File: config.mk
export PLATFORM = sky130hd
export DESIGN_NAME = sr_ff_bank
export DESIGN_NICKNAME = d
export VERILOG_FILES = /design/src/rtl/sr_ff_pkg.sv /design/src/rtl/sr_flag_channel.sv /design/src/rtl/sr_ff_bank.sv
export SDC_FILE = /design/constraint.sdc
export NUM_CORES = 1
export LEC_CHECK = 0
export CORE_MARGIN = 3
export CORE_UTILIZATION = 40
export CTS_CLUSTER_DIAMETER = 150
export DETAILED_ROUTE_END_ITERATION = 7
export PLACE_DENSITY = 0.85
export SLEW_MARGIN = 40
export SYNTH_ARGS = -nofsm -noshare
export SYNTH_HDL_FRONTEND = slang
export SYNTH_SLANG_ARGS = --single-unit
File: constraint.sdc
create_clock -name clk_i -period 0.9 [get_ports clk_i]
set_input_delay 0.135 -clock clk_i [delete_from_list [all_inputs] [get_ports clk_i]]
set_output_delay 0.135 -clock clk_i [all_outputs]
set_load 0.02 [all_outputs]
File: src/rtl/sr_ff_pkg.sv
// rtl/sr_ff_pkg.sv - shared types and next-state function for set/reset flags
package sr_ff_pkg;

    typedef enum logic [1:0] {
        SR_SET    = 2'd0,
        SR_RESET  = 2'd1,
        SR_TOGGLE = 2'd2
    } sr_policy_e;

    localparam int unsigned SR_TIMEOUT_MAX = 65536;

    // Resolves set/clear requests for one flag; collision handling follows the policy.
    function automatic logic next_flag(
        input logic       set,
        input logic       srst,
        input logic       cur,
        input sr_policy_e policy
    );
        logic nxt;
        nxt = cur;
        if (set && srst) begin
            case (policy)
                SR_SET:    nxt = 1'b1;
                SR_RESET:  nxt = 1'b0;
                SR_TOGGLE: nxt = ~cur;
                default:   nxt = cur;
            endcase
        end else if (set) begin
            nxt = 1'b1;
        end else if (srst) begin
            nxt = 1'b0;
        end
        return nxt;
    endfunction

endpackage

File: src/rtl/sr_flag_channel.sv
// rtl/sr_flag_channel.sv - one set/reset flag with auto-clear timer and edge pulses
module sr_flag_channel
    import sr_ff_pkg::*;
#(
    parameter sr_policy_e  POLICY         = SR_SET,
    parameter int unsigned TIMEOUT_CYCLES = 0,
    parameter logic        INIT           = 1'b0
) (
    input  logic clk_i,
    input  logic rst_i,
    input  logic set_i,
    input  logic srst_i,
    output logic data_o,
    output logic rise_o,
    output logic fall_o,
    output logic timeout_o
);

    logic r_data;
    logic r_rise;
    logic r_fall;
    logic r_timeout;
    logic w_next_req;
    logic w_expire;
    logic w_next;

    assign w_next_req = next_flag(set_i, srst_i, r_data, POLICY);
    // Expiry is the lowest-priority cause, so it only acts when no request is present.
    assign w_next     = w_expire ? 1'b0 : w_next_req;

    generate
        if (TIMEOUT_CYCLES > 1) begin : g_timer
            localparam int unsigned   CW   = $clog2(TIMEOUT_CYCLES);
            localparam logic [CW-1:0] LAST = CW'(TIMEOUT_CYCLES - 1);

            logic [CW-1:0] r_cnt;

            assign w_expire = r_data && !set_i && !srst_i && (r_cnt == LAST);

            // Counts cycles held high since the last set; any set or a low flag restarts it.
            always_ff @(posedge clk_i) begin
                if (rst_i) begin
                    r_cnt <= '0;
                end else if (set_i || !w_next) begin
                    r_cnt <= '0;
                end else begin
                    r_cnt <= r_cnt + 1'b1;
                end
            end
        end else begin : g_no_timer
            assign w_expire = 1'b0;
        end
    endgenerate

    // Flag state and its edge/timeout pulses, all registered on the same edge.
    always_ff @(posedge clk_i) begin
        if (rst_i) begin
            r_data    <= INIT;
            r_rise    <= 1'b0;
            r_fall    <= 1'b0;
            r_timeout <= 1'b0;
        end else begin
            r_data    <= w_next;
            r_rise    <= w_next & ~r_data;
            r_fall    <= ~w_next & r_data;
            r_timeout <= w_expire;
        end
    end

    assign data_o    = r_data;
    assign rise_o    = r_rise;
    assign fall_o    = r_fall;
    assign timeout_o = r_timeout;

endmodule

File: src/rtl/sr_ff_bank.sv
// rtl/sr_ff_bank.sv - bank of independent set/reset flags with sticky collision capture
module sr_ff_bank
    import sr_ff_pkg::*;
#(
    parameter int unsigned          CHANNELS       = 8,
    parameter sr_policy_e           POLICY         = SR_SET,
    parameter int unsigned          TIMEOUT_CYCLES = 0,
    parameter logic [CHANNELS-1:0]  INIT           = '0
) (
    input  logic                clk_i,
    input  logic                rst_i,
    input  logic [CHANNELS-1:0] set_i,
    input  logic [CHANNELS-1:0] srst_i,
    output logic [CHANNELS-1:0] data_o,
    output logic [CHANNELS-1:0] rise_o,
    output logic [CHANNELS-1:0] fall_o,
    output logic [CHANNELS-1:0] timeout_o,
    output logic [CHANNELS-1:0] collision_o,
    input  logic                coll_clr_i,
    input  logic                assert_on_i
);

    logic [CHANNELS-1:0] r_coll;
    logic [CHANNELS-1:0] w_coll_now;

    generate
        if (CHANNELS < 1) begin : g_bad_channels
            $error("sr_ff_bank: CHANNELS must be at least 1");
        end
        if (TIMEOUT_CYCLES == 1) begin : g_bad_timeout_one
            $error("sr_ff_bank: TIMEOUT_CYCLES=1 is not supported, use 0 or 2..65536");
        end
        if (TIMEOUT_CYCLES > SR_TIMEOUT_MAX) begin : g_bad_timeout_max
            $error("sr_ff_bank: TIMEOUT_CYCLES exceeds 65536");
        end
    endgenerate

    assign w_coll_now = set_i & srst_i;

    // Sticky collision capture; a collision coinciding with the clear wins for its bit.
    always_ff @(posedge clk_i) begin
        if (rst_i) begin
            r_coll <= '0;
        end else begin
            r_coll <= (coll_clr_i ? '0 : r_coll) | w_coll_now;
        end
    end

    assign collision_o = r_coll;

    generate
        for (genvar c = 0; c < CHANNELS; c++) begin : g_chan
            sr_flag_channel #(
                .POLICY         (POLICY),
                .TIMEOUT_CYCLES (TIMEOUT_CYCLES),
                .INIT           (INIT[c])
            ) u_chan (
                .clk_i     (clk_i),
                .rst_i     (rst_i),
                .set_i     (set_i[c]),
                .srst_i    (srst_i[c]),
                .data_o    (data_o[c]),
                .rise_o    (rise_o[c]),
                .fall_o    (fall_o[c]),
                .timeout_o (timeout_o[c])
            );

`ifndef SYNTHESIS
            // Simulation report of a collision; the hardware result is still policy-defined.
            always @(posedge clk_i) begin
                if (!rst_i && assert_on_i) begin
                    assert (!w_coll_now[c])
                    else $error("sr_ff_bank: set/srst collision on channel %0d", c);
                end
            end
`endif
        end
    endgenerate

endmodule

==> impl_metrics.json <==
{
  "hpwl_um": 1880,
  "synthDistinctLibCells": 13,
  "grt_pass1_wl_um": 4153,
  "grt_pass1_vias": 980,
  "fp-row-count": 19,
  "finClkSkew_ns": 0.002844,
  "startpoint_type": "flip-flop",
  "fp.dieArea_um2": 3932,
  "p_leak_nw": 0.8554,
  "fmax_ghz": 1.080,
  "hold_viol": 0,
  "route.detailed.drc": 0,
  "initial_core_util_pct": 44.35,
  "rsz0062_at_grt": "yes",
  "design.core.area_um2": 2900,
  "antenna_found_initial": 0,
  "nets": 204,
  "cp-end-kind": "primary output",
  "clock_latency_ns": 0.31,
  "synth_seq_cells": 32,
  "worstSetupPathDepth": 1,
  "viasPerCell": 4.291,
  "ir_drop_mv": 0.8340,
  "path_max_fanout": 2,
  "cts-htree-levels": 2,
  "wirelength_um": 2528,
  "syn_inst": 136,
  "routedWlPerCell_um": 11.14,
  "cts_tree": "yes",
  "min_path_type": "input port to flip-flop",
  "gr-total-overflow": 0,
  "setup_ws_ns": -0.02588,
  "drive_gt1_share_pct": 50.27,
  "vias": 974,
  "final_cell_mix": "dfxtp_2, buf_6, clkdlybuf4s50_1, buf_4, nand2b_1",
  "worstPathBufferInverterCount": 1,
  "fin_crit_ns": 0.9259,
  "slew_violations": 0,
  "pin_count": 60,
  "setup_violations": 19,
  "gp_congestion": 0.6475,
  "cp.arrival_ns": 0.79,
  "finalHoldWorstSlack_ns": 0.3923,
  "cts_buffers": 5,
  "die_w_um": 62.71,
  "drt_iter0_markers": 30,
  "area_growth_syn_to_layout_pct": 48.73,
  "cp.required_ns": 0.76,
  "num_antenna_cells": 0,
  "critPathMaxStageDelay_ns": 0.36,
  "critPathSlowestCell": "dfxtp_2",
  "status": "finished, violations left",
  "min_period_over_period_pct": 102.9,
  "final_antenna_net_count": 0,
  "violations": "negative setup slack",
  "cellPowerDensity_nw_per_um2": 1659,
  "ys_seq_area_share_pct": 49.81,
  "yosys_warnings": 0,
  "die_h_um": 62.71,
  "avgSynthCellArea_um2": 9.458,
  "drv_cap": 0,
  "hold_depth": 3,
  "preCtsSetupSlack_ns": -0.2166,
  "clockRootBuffer": "clkbuf_4",
  "cts.clk_slew.worst_paths_ns": 0.10,
  "syn_area_um2": 1286,
  "crit_type": "flip-flop to primary output",
  "grt_usage_pct": 13.31,
  "ff2ff_path_depth": 3,
  "clockBufferDepth": 2,
  "holdBufCountCts": 0,
  "worstPathCellList": "buf_6",
  "critPathTopFamily": "flip-flops",
  "port_buffers": 50,
  "grt_max_degree": 33,
  "clock-sinks": 32,
  "dr.pass1.iters": 4
}
## report_power, final
| group | total [mW] | leakage (nW) | switching [mW] | internal, mW |
|---|---|---|---|---|
| Combinational | 0.569 | 0.539 | 0.259 | 0.310 |
| Sequential | 1.54 | 0.275 | 0.0438 | 1.50 |
| Clock | 1.06 | 0.0412 | 0.484 | 0.579 |
## sequential cells by signal (all words and copies together), names as in the netlist
register,cells
g_chan.u_chan.fall_o,8
collision_o,8
g_chan.u_chan.data_o,8
g_chan.u_chan.rise_o,8
## area by class of cell
class,instances,area (um2)
flip-flops and latches,32,680.7
well taps,42,52.55
multi-input cells,68,374.1
fillers,236,987.2
clock inverters,3,42.54
repair buffers,69,695.7
inverters,8,30.03
clock buffers,5,37.54
## what timing repair did
action,in CTS,in global routing
buffers inserted,3,3
resized for setup,224,0
setup endpoints to repair,32,32
## stage by stage
step | setup TNS [ns] | power (mW) | std cells | area (um2) | util (%)
floorplan | 0 | 1.872 | 143 | 1313 | -
global placement | -8.569 | 2.066 | 213 | 1708 | 58.89
detailed placement | -9.102 | 2.083 | 213 | 1708 | 58.89
CTS | -0.7721 | 3.192 | 224 | 1891 | 65.19
global route | -1.532 | 3.310 | 227 | 1913 | 65.96
finish | -0.2591 | 3.175 | 227 | 1913 | 65.96
## metal layers
metal	share of wire, %	vias to the layer above	GRT usage [%]
met2	53	40	23.44
met4	0.55	0	6.612
met3	6.1	2	4.676
met5	0	-	0
li1	-	494	-
met1	40	438	13.95
## cell usage after synthesis (all sizes together)
library cell | number | area, um2
dfxtp | 32 | 640.6
buf | 35 | 267.8
conb | 1 | 3.750
inv | 8 | 30.03
nand2b | 16 | 100.1
nor3 | 12 | 60.06
nand2 | 12 | 45.04
nor4bb | 4 | 55.05
a21oi | 16 | 83.83
## kinds of logic (layout without fill, tap and decap cells)
family	count (synthesis)	count (layout)	synth area share (%)
compound gates	16	16	6.517
other cells	1	8	0.2915
buf+inv	43	85	23.15
simple gates	44	44	20.23
flops	32	32	49.81
## path summary, 6_finish.rpt
path	slack [ns]	from	endpoint
min reg2reg	0.50	collision_o[3]$_SDFF_PP0_	collision_o[3]$_SDFF_PP0_
max reg2reg	0.06	g_chan[7].u_chan.data_o$_SDFF_PP0_	g_chan[7].u_chan.rise_o$_SDFF_PP0_
max	-0.03	collision_o[2]$_SDFF_PP0_	collision_o[2]
min	0.39	srst_i[7]	g_chan[7].u_chan.fall_o$_SDFF_PP0_
(Power assumes the default switching activity.)
==> variant 1 (same flow settings) <==
The parameter `CHANNELS` goes from 8 to 9.
--- a/src/rtl/sr_ff_bank.sv
+++ b/src/rtl/sr_ff_bank.sv
@@ -2,7 +2,7 @@
 module sr_ff_bank
     import sr_ff_pkg::*;
 #(
-    parameter int unsigned          CHANNELS       = 8,
+    parameter int unsigned          CHANNELS       = 9,
     parameter sr_policy_e           POLICY         = SR_SET,
     parameter int unsigned          TIMEOUT_CYCLES = 0,
     parameter logic [CHANNELS-1:0]  INIT           = '0
Ports: changed (7 resized); port bits go from 60 to 67. No check against the original RTL was run, so the function may have changed too.
==> variant 1 against the unedited design <==
- count of clock-buffer cells in the layout grew 3
- design area grew 5.6%
- largest cell class is now sequential cells
- critical path type unchanged
- sequential cell count grew 4
- largest power group unchanged
- total power grew 8.4%
- combinational power grew 3.5%
- wire length grew 9.2%
- worst setup slack gained 39 ps
- synthesized area grew 15%
- fmax grew 4.4%
==> variant 1: results (changes against the unedited design) <==
Hold Crit Start srst_i[6]; initial drt markers 25 (-17%); Routability Congestion 0.706 (+9.0%); PortBufs 56 (+12%); post-synthesis cell type count 12 (-1); Hold Crit Endpoint collision_o[6]; M1 wire length 1040 um (+3.5%); Synth area leaders dfxtp_1, buf_4, a21oi_1; worst hold slack 449 ps (+56.5 ps); worst skew pair latency 270 ps (-40 ps); setup bufs post-CTS 0 (-3); most frequent cells after synthesis buf_4, dfxtp_1, a21oi_1; leakage power 0.000917 uW (+7.2%); run status finished, final reports clean; via count 1073 (+10%); sequential fraction of the synthesis area 48.8% (-0.99 points); Nets 225 (+10%); R2R Setup Slk 30 ps (-30 ps); first-pass GRT wire length 4030 um (-3.0%); root buffer cell clkbuf_8; peak supply drop 1.17 mV (+40%); Synth Area in Compound Gates 6.10% (-0.42 points); post-DP HPWL 2050 um (+8.9%); crit path launch g_chan[8].u_chan.data_o; vias in the first global route 951 (-3.0%); final wirelength 2760 um (+9.2%); placed inst area 0.00194 mm^2 (+14%); Setup crit end data_o[8]
[variant 1: changes by cell type after synthesis, sizes merged]
| cell | delta |
|---|---|
| nor3 | +2 |
| nor4bb | -4 |
| and4bb | +4 |
| nand2b | -4 |
| or2b | +6 |
| nand2 | +2 |
| a21oi | +2 |
| buf | +5 |
| inv | +1 |
| dfxtp | +4 |
[variant 1: final cells by class]
class | count | area, um^2 | area share, %
Inverter | 9 | 33.8 | 1.67
Clock buffer | 8 | 90.1 | 4.46
Timing Repair Buffer | 74 | 644 | 31.9
Tap cell | 46 | 57.6 | 2.85
Sequential cell | 36 | 746 | 36.9
Multi-Input combinational cell | 77 | 448 | 22.2
[variant 1: what timing repair did]
action / CTS / global route
setup endpoints to repair: 37 / 28
pin swaps: 0 / 3
cloned: 0 / 0
resized for setup: 171 / 38
[variant 1: per-layer routing]
layer  global-route usage [%]  vias to the layer above
li1                         -                      545
met1                     12.3                      488
met2                     22.2                       36
met3                     4.05                        4
met4                     5.33                        0
met5                        0                        -
[variant 1: metrics by stage]
| step | instances | setup WS (ps) | util [%] | setup TNS [ps] |
|---|---|---|---|---|
| after floorplan | 162 | 153 | - | 0 |
| after global placement | 242 | -205 | 56.5 | -10530 |
| after CTS | 250 | -0.768 | 55.8 | -0.768 |
| after detailed placement | 242 | -213 | 56.5 | -10740 |
| final | 250 | 13.2 | 58.7 | 0 |
| after global routing | 250 | -21.5 | 58.7 | -92.5 |
[variant 1: cells by family (layout without fill, tap and decap cells)]
logic type	Yosys count	after routing
flip-flops	36	36
AND/OR/NAND/NOR	50	50
AO/OA/AOI/OAI	18	18
other	1	9
buffers and inverters	49	91
[variant 1: where the power goes]
part	switching (uW)	total (uW)	internal, uW
Combinational	288	589	301
Clock	508	1130	624
Sequential	41.1	1720	1680
Total	837	3440	2610
==> variant 2 (config.mk and constraints unchanged) <==
Made on the original files. Register the output `rise_o`, with the module's reset; this adds one clock of latency there. The other outputs are not delayed to match.
--- a/src/rtl/sr_ff_bank.sv
+++ b/src/rtl/sr_ff_bank.sv
@@ -19,6 +19,8 @@
     input  logic                coll_clr_i,
     input  logic                assert_on_i
 );
+
+    logic [CHANNELS-1:0] rise_d;
 
     logic [CHANNELS-1:0] r_coll;
     logic [CHANNELS-1:0] w_coll_now;
@@ -60,7 +62,7 @@
                 .set_i     (set_i[c]),
                 .srst_i    (srst_i[c]),
                 .data_o    (data_o[c]),
-                .rise_o    (rise_o[c]),
+                .rise_o    (rise_d[c]),
                 .fall_o    (fall_o[c]),
                 .timeout_o (timeout_o[c])
             );
@@ -77,5 +79,13 @@
         end
     endgenerate
 
+    always_ff @(posedge clk_i) begin
+        if (rst_i) begin
+            rise_o <= '0;
+        end else begin
+            rise_o <= rise_d;
+        end
+    end
+
 endmodule
 
Behaviour: not the same (a bounded check fails within 4 cycles, from zero or initial values and one cycle with rst_i high).
==> variant 2 against the unedited design <==
- design area increased by 7.8%
- non-clock buffer count decreased by 3
- synthesized area increased by 15%
- wire length decreased by 1.9%
- first-iteration DRC count increased by 140%
- count of clock-buffer cells in the layout increased by 3
- sequential cell count increased by 8
- worst setup slack improved by 46 ps
- synthesized cell count increased by 6.6%
- hold slack got worse by 160 ps
- total power increased by 14%
- critical endpoint is now data_o[5]
- largest cell class is now sequential cells
==> variant 2: results (changes against the unedited design) <==
GRT Util Overall 12.3% (-1.0 points); post-DP HPWL 1820 um (-3.4%); worst hold slack 228 ps (-164 ps); largest net degree at the start of global routing 25 (-24%); layout cell share with drive strength beyond 1 40.9% (-9.4 points); Layout clock area frac 4.37% (+0.18 points); root buffer cell clkbuf_8; post-synthesis cell type count 16 (+3); initial antenna violation count 0 (unchanged); NonClk Buf Share 29.3% (-7.1 points); Worst Path Max Fanout 2 (unchanged); DR WL met2 1170 um (-13%); placed instance count 232 (+8.9%); nonclk buf count 66 (-4.3%); met3 usage 6.24% (+1.6 points); skew final 3.26 ps (+0.419 ps); top layer reached by signal wires met4; vias in the first global route 950 (-3.1%); Antenna Cells 0 (unchanged); Core Area 0.00344 mm^2 (+19%); Clock buffer cells 8 (+3); multi-input combinational cell count 76 (+12%); Routability Congestion 0.704 (+8.8%); delay-heaviest family, CP flip-flops; met3 wire length 210 um (+35%); final setup TNS 0 ps (+259 ps); multi-input combinational area share 22.1% (+2.6 points); run status finished, final reports clean; Nets 217 (+6.4%); worst skew pair latency 280 ps (-30 ps); CP arrival 750 ps (-40 ps); Syn Area/Cell 10.2 um^2 (+7.5%); worst slack at placement -170 ps (+46.6 ps); met1 Track Usage GR 13.4% (-0.53 points); final wirelength 2480 um (-1.9%); most frequent cells after synthesis dfxtp_1, buf_4, nand2b_1; Via density 4.19 (-2.4%); initial drt markers 71 (+140%); Avg WL per Cell 10.2 um (-8.7%); M1 wire length 1050 um (+3.9%); Fillers 295 (+25%); first-pass GRT wire length 3990 um (-4.0%); Max Freq 1140 MHz (+5.2%); inverter count 8 (unchanged); peak supply drop 0.860 mV (+3.1%); clk slew on worst S/H paths 70 ps (-30 ps); critical path's slowest cell dfxtp_2; placed inst area 0.00194 mm^2 (+13%); maximum buffer depth of the clock tree 2 (unchanged); Synth Area in Compound Gates 5.69% (-0.83 points); FF+latch count, synth 40 (+25%); leakage power 0.000918 uW (+7.3%); met2 usage 19.9% (-3.5 points); FF+latch area 823 um^2 (+21%); Synth area leaders dfxtp_1, buf_4, nand2b_1; sequential fraction of the synthesis area 54.3% (+4.5 points); design area 0.00206 mm^2 (+7.8%)
variant 2: changes by cell type after synthesis, sizes merged:
| cell | delta |
|---|---|
| buf | -7 |
| nor2b | +8 |
| dfxtp | +8 |
variant 2: cell families (layout without fill, tap and decap cells):
family / count (synthesis) / in the layout
simple gates: 52 / 52
flops: 40 / 40
buf+inv: 36 / 82
compound gates: 16 / 16
other cells: 1 / 8
variant 2: power breakdown:
part	switching (uW)	leakage (uW)	internal, uW
clock network	543	0.0000455	624
registers	39.0	0.000335	1860
logic	256	0.000537	287
variant 2: final timing paths:
path | from | end | cells past startpoint
worst max-delay path | g_chan[5].u_chan.data_o | data_o[5] | 1
worst min-delay path | rst_i | g_chan[4].u_chan.rise_o | 3
worst max register to register | g_chan[5].u_chan.data_o | g_chan[5].u_chan.fall_o | 2
worst min register to register | g_chan[5].u_chan.rise_o | rise_o[5] | 1
variant 2: timing repair:
action | in CTS | in global routing
buffers inserted | 0 | 4
resized for setup | 173 | 19
endpoints found under the setup margin | 32 | 22
hold endpoints to repair | 0 | 0
